## src/rtl/cnn_pkg.sv

```systemverilog
// Shared CNN datapath definitions: default activation width, kernel size,
// the signed activation type and the window-generator FSM state encoding.
package cnn_pkg;

  localparam int CNN_DATA_W = 8;
  localparam int CNN_K      = 3;

  typedef logic signed [CNN_DATA_W-1:0] act_t;

  typedef enum logic [1:0] {
    ST_ACCEPT = 2'd0,
    ST_ISSUE  = 2'd1,
    ST_WAIT   = 2'd2
  } win_state_t;

endpackage

```

## src/rtl/line_buffer.sv

```systemverilog
// One image row of pixel storage. Read and write share the column address;
// the read returns the value from the previous row before this cycle's write.
module line_buffer #(
  parameter int DEPTH = 28,
  parameter int WIDTH = 8
) (
  input  logic                     clk,
  input  logic [$clog2(DEPTH)-1:0] addr,
  input  logic                     wr_en,
  input  logic [WIDTH-1:0]         wr_data,
  output logic [WIDTH-1:0]         rd_data
);

  logic [WIDTH-1:0] mem [0:DEPTH-1];

  // Combinational read so the old row value is usable in the handshake cycle.
  assign rd_data = mem[addr];

  always_ff @(posedge clk) begin
    if (wr_en) begin
      mem[addr] <= wr_data;
    end
  end

endmodule

```

## src/rtl/conv_window_gen.sv

```systemverilog
// Sliding KxK window generator over a raster pixel stream; hands each complete
// window to a convolution engine with a start/conv_done handshake.
module conv_window_gen
  import cnn_pkg::*;
#(
  parameter int IMG_W  = 28,
  parameter int IMG_H  = 28,
  parameter int K      = CNN_K,
  parameter int IN_CH  = 1,
  parameter int DATA_W = CNN_DATA_W
) (
  input  logic                      clk,
  input  logic                      rst,
  input  logic                      pix_valid,
  input  logic signed [DATA_W-1:0]  pix_data [0:IN_CH-1],
  output logic                      pix_ready,
  output logic signed [DATA_W-1:0]  window [0:K*K*IN_CH-1],
  output logic                      start,
  input  logic                      conv_done,
  output logic [$clog2(IMG_H)-1:0]  out_row,
  output logic [$clog2(IMG_W)-1:0]  out_col,
  output logic                      frame_done
);

  localparam int ROW_W = $clog2(IMG_H);
  localparam int COL_W = $clog2(IMG_W);
  localparam int PIX_W = IN_CH * DATA_W;

  win_state_t state;
  win_state_t state_next;

  logic [ROW_W-1:0] row;
  logic [COL_W-1:0] col;
  logic             hs;
  logic             win_complete;
  logic             last_win;

  logic [PIX_W-1:0]         pix_flat;
  logic [PIX_W-1:0]         lb_rd   [0:K-2];
  logic [PIX_W-1:0]         lb_wr   [0:K-2];
  logic [PIX_W-1:0]         col_new [0:K-1];
  logic signed [DATA_W-1:0] win_q   [0:K-1][0:K-1][0:IN_CH-1];

  assign hs           = (state == ST_ACCEPT) && pix_valid;
  assign win_complete = (row >= ROW_W'(K-1)) && (col >= COL_W'(K-1));
  assign last_win     = (out_row == ROW_W'(IMG_H-K)) && (out_col == COL_W'(IMG_W-K));

  genvar gi, gj, gk;
  generate
    for (gi = 0; gi < IN_CH; gi++) begin : g_flat
      assign pix_flat[gi*DATA_W +: DATA_W] = pix_data[gi];
    end

    // Buffer 0 holds the row above; each further buffer is fed by the one before.
    for (gi = 0; gi < K-1; gi++) begin : g_lb
      if (gi == 0) begin : g_first
        assign lb_wr[gi] = pix_flat;
      end else begin : g_chain
        assign lb_wr[gi] = lb_rd[gi-1];
      end
      line_buffer #(
        .DEPTH(IMG_W),
        .WIDTH(PIX_W)
      ) u_lb (
        .clk    (clk),
        .addr   (col),
        .wr_en  (hs),
        .wr_data(lb_wr[gi]),
        .rd_data(lb_rd[gi])
      );
    end

    // New right column: bottom row is the live pixel, older rows come from the buffers.
    assign col_new[K-1] = pix_flat;
    for (gi = 0; gi < K-1; gi++) begin : g_col
      assign col_new[gi] = lb_rd[K-2-gi];
    end

    for (gi = 0; gi < K; gi++) begin : g_win_r
      for (gj = 0; gj < K; gj++) begin : g_win_c
        for (gk = 0; gk < IN_CH; gk++) begin : g_win_ch
          assign window[(gi*K+gj)*IN_CH+gk] = win_q[gi][gj][gk];
        end
      end
    end
  endgenerate

  always_ff @(posedge clk or posedge rst) begin
    if (rst) begin
      for (int r = 0; r < K; r++) begin
        for (int c = 0; c < K; c++) begin
          for (int ch = 0; ch < IN_CH; ch++) begin
            win_q[r][c][ch] <= '0;
          end
        end
      end
    end else if (hs) begin
      for (int r = 0; r < K; r++) begin
        for (int c = 0; c < K-1; c++) begin
          for (int ch = 0; ch < IN_CH; ch++) begin
            win_q[r][c][ch] <= win_q[r][c+1][ch];
          end
        end
        for (int ch = 0; ch < IN_CH; ch++) begin
          win_q[r][K-1][ch] <= col_new[r][ch*DATA_W +: DATA_W];
        end
      end
    end
  end

  always_ff @(posedge clk or posedge rst) begin
    if (rst) begin
      row <= '0;
      col <= '0;
    end else if (hs) begin
      if (col == COL_W'(IMG_W-1)) begin
        col <= '0;
        row <= (row == ROW_W'(IMG_H-1)) ? '0 : row + ROW_W'(1);
      end else begin
        col <= col + COL_W'(1);
      end
    end
  end

  // Output coordinates are captured with the window so they stay frozen through WAIT.
  always_ff @(posedge clk or posedge rst) begin
    if (rst) begin
      out_row    <= '0;
      out_col    <= '0;
      frame_done <= 1'b0;
    end else begin
      if (hs && win_complete) begin
        out_row <= row - ROW_W'(K-1);
        out_col <= col - COL_W'(K-1);
      end
      frame_done <= (state == ST_WAIT) && conv_done && last_win;
    end
  end

  always_ff @(posedge clk or posedge rst) begin
    if (rst) begin
      state <= ST_ACCEPT;
    end else begin
      state <= state_next;
    end
  end

  always_comb begin
    state_next = state;
    pix_ready  = 1'b0;
    start      = 1'b0;
    unique case (state)
      ST_ACCEPT: begin
        pix_ready = 1'b1;
        if (pix_valid && win_complete) begin
          state_next = ST_ISSUE;
        end
      end
      ST_ISSUE: begin
        start      = 1'b1;
        state_next = ST_WAIT;
      end
      ST_WAIT: begin
        if (conv_done) begin
          state_next = ST_ACCEPT;
        end
      end
      default: state_next = ST_ACCEPT;
    endcase
  end

endmodule

```

## config.mk

```make
export PLATFORM = sky130hd
export DESIGN_NAME = conv_window_gen
export DESIGN_NICKNAME = d
export VERILOG_FILES = /design/src/rtl/cnn_pkg.sv /design/src/rtl/line_buffer.sv /design/src/rtl/conv_window_gen.sv
export SDC_FILE = /design/constraint.sdc
export NUM_CORES = 1
export LEC_CHECK = 0
export CORE_ASPECT_RATIO = 0.6
export CORE_MARGIN = 2
export CORE_UTILIZATION = 45
export CTS_CLUSTER_SIZE = 20
export DETAILED_ROUTE_END_ITERATION = 7
export GPL_TIMING_DRIVEN = 0
export PLACE_DENSITY = 0.71
export SYNTH_ARGS = -nofsm -noshare
export SYNTH_HDL_FRONTEND = slang
export SYNTH_SLANG_ARGS = --single-unit
```

## constraint.sdc

```tcl
create_clock -name clk -period 4.27 [get_ports clk]
set_clock_uncertainty 0.1 [all_clocks]
set_input_delay 0.427 -clock clk [delete_from_list [all_inputs] [get_ports clk]]
set_output_delay 0.427 -clock clk [all_outputs]
set_load 0.05 [all_outputs]
```

==> results.tsv <==
metric	value	unit
wire length of the first global-routing pass	80100	microns
final worst hold slack	0.161	ns
register clock-pin slew on the reported worst setup and hold paths	0.07	ns
vias in the first global route	11900	
Port Buf Inserts	96	
Synth area leader	sky130_fd_sc_hd__edfxtp_1	
number of instances in the placed design	2003	
fill cell count	3610	
register bit total from synthesis	543	
final net count	1443	
number of CTS-inserted buffers	45	
critical path, cell by cell	buf_2, clkinv_1, and2_1, buf_1, a22oi_1, nand3_1, mux2_2	
slack of the worst reg-to-reg path	0.19	ns
synthesized area per cell	16.9	sq um
startpoint-to-endpoint class of the critical path	register to register	
Initial Utilization	45.6	%
CP max stage delay	0.98	ns
Period Utilization, post-route	95.5	%
DR vias/cell	5.86	
Tot GR Track Use	22.9	%
kind of path behind the tightest hold check	input pin to async pin	
Fin Setup TNS	0	ns
Startpoint Class	register	
row cnt	61	
fraction of final layout cells with drive strength greater than 1	16.3	%
post-route core utilization	53.6	%
I/O Pins	97	
width of the chip	284	microns
Max Cap Viol	0	
number of distinct library cells after synthesis	63	
area grow syn2layout	17.6	%
Lkg Pwr	8.68	nW
H-Tree Level Count	2	
time the final worst path needs with I/O delays and setup	4.08	ns
largest cells by area after synthesis	sky130_fd_sc_hd__edfxtp_1, sky130_fd_sc_hd__dfrtp_1, sky130_fd_sc_hd__mux4_2	
peak ir drop on the vdd network	0.554	mV
share of Yosys cell area claimed by the top area cell type	63.7	%
synth cell count leaders	sky130_fd_sc_hd__edfxtp_1, sky130_fd_sc_hd__nand2_1, sky130_fd_sc_hd__mux2i_1	
number of cells traversed by the worst register-to-register path	7	
Die Height	172	microns
worst reg2reg path endpoint	window[30]$_DFFE_PP0P_	
RSZ-0062 raised after global routing	no	
CP max stage cell	sky130_fd_sc_hd__nand3_1	
number of flops mapped to enable cells by yosys	448	
gp weighted congestion	0.918	
max-slew violation count	0	
Max Clock Freq	245	MHz
detailed-placement wirelength estimate	38100	microns
Max Root-Sink Buffers	3	
global-route congestion overflow total	0	
Rel. slew slack	9.48	%
Core ar.	46300	sq um
post-synth net total	1270	
number of antenna violations at the first check in global routing	0	
routed len/inst	26.6	microns
die outline area	48700	sq um
maximum number of pins on one net before global-route repair	57	
count of routing violations after the opening detailed-route iteration	1678	
critical-path maximum fanout	29	
fraction of the yosys area taken by sequential cells	75.0	%
iteration count of the initial detailed-routing pass	5	
Post-synth top flop	sky130_fd_sc_hd__edfxtp_1	
endpoint class of the critical path	register	
Yosys warning total	0	
remaining antenna violation count after routing	0	
netlist area before placement	21100	sq um
sum of routed wire length over all layers	55500	microns
proportion of register bits with asynchronous set or reset after synthesis	17.5	%
clock tree from TritonCTS	yes	
most frequently used cell type in the post-synthesis netlist	sky130_fd_sc_hd__edfxtp_1	
Remaining DRCs	0	
setup violation total in the final timing report	0	
Pwr Total	18.8	mW
Worst-Margin Slew	1.35	ns
via count	12200	
PD cells	757	nW/um^2
Worst Path Required	4.62	ns
beginning of the worst register-to-register path	col[2]$_DFFE_PP0P_	
clock sinks	543	
Cell Count, Final, Fillers Out	2084	
buffer cell driving the clock tree root	sky130_fd_sc_hd__clkbuf_16	
status	complete, no violations	
number of buffers inserted by hold repair at cts	0	
Arr. time, crit path	4.43	ns
cell count after synthesis	1248	
final hold viol count	0	
clock latency on the worst-skew pair	0.57	ns
==> registers in the layout, indices dropped and copies added, names as in the netlist <==
register / flops
out_col: 5
window: 72
state: 2
frame_done: 1
out_row: 5
row: 5
g_lb.u_lb.mem: 448
col: 5
==> power by group <==
part           switching, mW  internal (mW)
clock network           1.85           2.17
registers              0.375           7.17
logic                   5.04           2.20
total                   7.26           11.5
==> worst max path at each step <==
stage	slack, ns	depth (start not counted)	startpoint	to
floorplan	1.26	6	col[1]$_DFFE_PP0P_	g_lb[0].u_lb.mem[24][0]$_DFFE_PP_
global placement	-1.35	5	pix_valid	g_lb[0].u_lb.mem[24][6]$_DFFE_PP_
detailed placement	0.15	8	col[0]$_DFFE_PP0P_	window[29]$_DFFE_PP0P_
CTS	0.13	8	col[0]$_DFFE_PP0P_	window[29]$_DFFE_PP0P_
global route	0.04	8	col[0]$_DFFE_PP0P_	window[24]$_DFFE_PP0P_
finish	0.19	7	col[2]$_DFFE_PP0P_	window[30]$_DFFE_PP0P_
==> critical path, delay by kind of cell, from the launching register on <==
family	cells	cell delay, ns
compound gates	1	0.43
flops	1	0.41
mux	1	0.68
simple gates	2	1.29
buf+inv	3	1.02
==> what timing repair did <==
item                       4_1_cts  5_1_grt
resized for setup                0        2
buffers inserted                 0        0
setup endpoints to repair        0        2
==> metrics by stage <==
step / cell area [sq um] / worst slack [ns]
after floorplan: 21100 / 1.26
after global placement: 22900 / -1.35
after detailed placement: 23400 / 0.145
after CTS: 24800 / 0.128
after global routing: 24800 / 0.0440
final: 24800 / 0.192
==> layout by cell type (no fill, tap or decap), types with 7 or more instances in the layout <==
master,Yosys,layout
sky130_fd_sc_hd__nor2_1,41,17
sky130_fd_sc_hd__edfxtp_1,448,448
sky130_fd_sc_hd__mux2i_1,104,104
sky130_fd_sc_hd__o21ai_0,17,17
sky130_fd_sc_hd__buf_2,22,22
sky130_fd_sc_hd__a22oi_1,25,25
sky130_fd_sc_hd__clkinv_1,1,10
sky130_fd_sc_hd__clkinv_2,0,8
sky130_fd_sc_hd__buf_8,1,24
sky130_fd_sc_hd__clkbuf_1,24,31
sky130_fd_sc_hd__inv_1,9,8
sky130_fd_sc_hd__nor3_1,8,7
sky130_fd_sc_hd__nand2_1,221,221
sky130_fd_sc_hd__nor2_2,0,24
sky130_fd_sc_hd__nand3_1,22,18
sky130_fd_sc_hd__clkdlybuf4s50_1,0,96
sky130_fd_sc_hd__mux4_2,61,61
sky130_fd_sc_hd__clkbuf_16,0,45
sky130_fd_sc_hd__buf_6,4,7
sky130_fd_sc_hd__a211oi_1,8,8
sky130_fd_sc_hd__o22ai_1,33,33
sky130_fd_sc_hd__ha_1,10,10
sky130_fd_sc_hd__buf_1,9,9
sky130_fd_sc_hd__dfrtp_1,95,95
==> final cells by class <==
| type | count | area [sq um] | share of cell area [%] |
|---|---|---|---|
| clock inverters | 24 | 195 | 0.786 |
| well taps | 630 | 788 | 3.17 |
| flip-flops and latches | 543 | 15800 | 63.8 |
| inverters | 10 | 40.0 | 0.161 |
| plain buffers | 67 | 359 | 1.45 |
| clock buffers | 55 | 1190 | 4.81 |
| repair buffers | 126 | 1450 | 5.84 |
| multi-input cells | 628 | 4970 | 20.0 |
| diodes | 1 | 2.50 | 0.0101 |
==> layer usage <==
metal	part of all wire, %	vias to the layer above	GRT usage, %
met4	1.7	0	4.60
met5	0	-	0
li1	-	5131	-
met1	44	6277	34.7
met3	16	81	11.1
met2	39	716	29.3
==> cells by family after synthesis <==
| group | count (synthesis) | share of synthesized area, % |
|---|---|---|
| multiplexers | 174 | 12.0 |
| adder cells (fa/ha/maj) | 10 | 0.593 |
| AND/OR/NAND/NOR | 322 | 6.46 |
| XOR/XNOR | 5 | 0.207 |
| AO/OA/AOI/OAI | 117 | 3.90 |
| buffers and inverters | 77 | 1.88 |
| flip-flops | 543 | 75.0 |
Power figures use the tool's default switching activity.
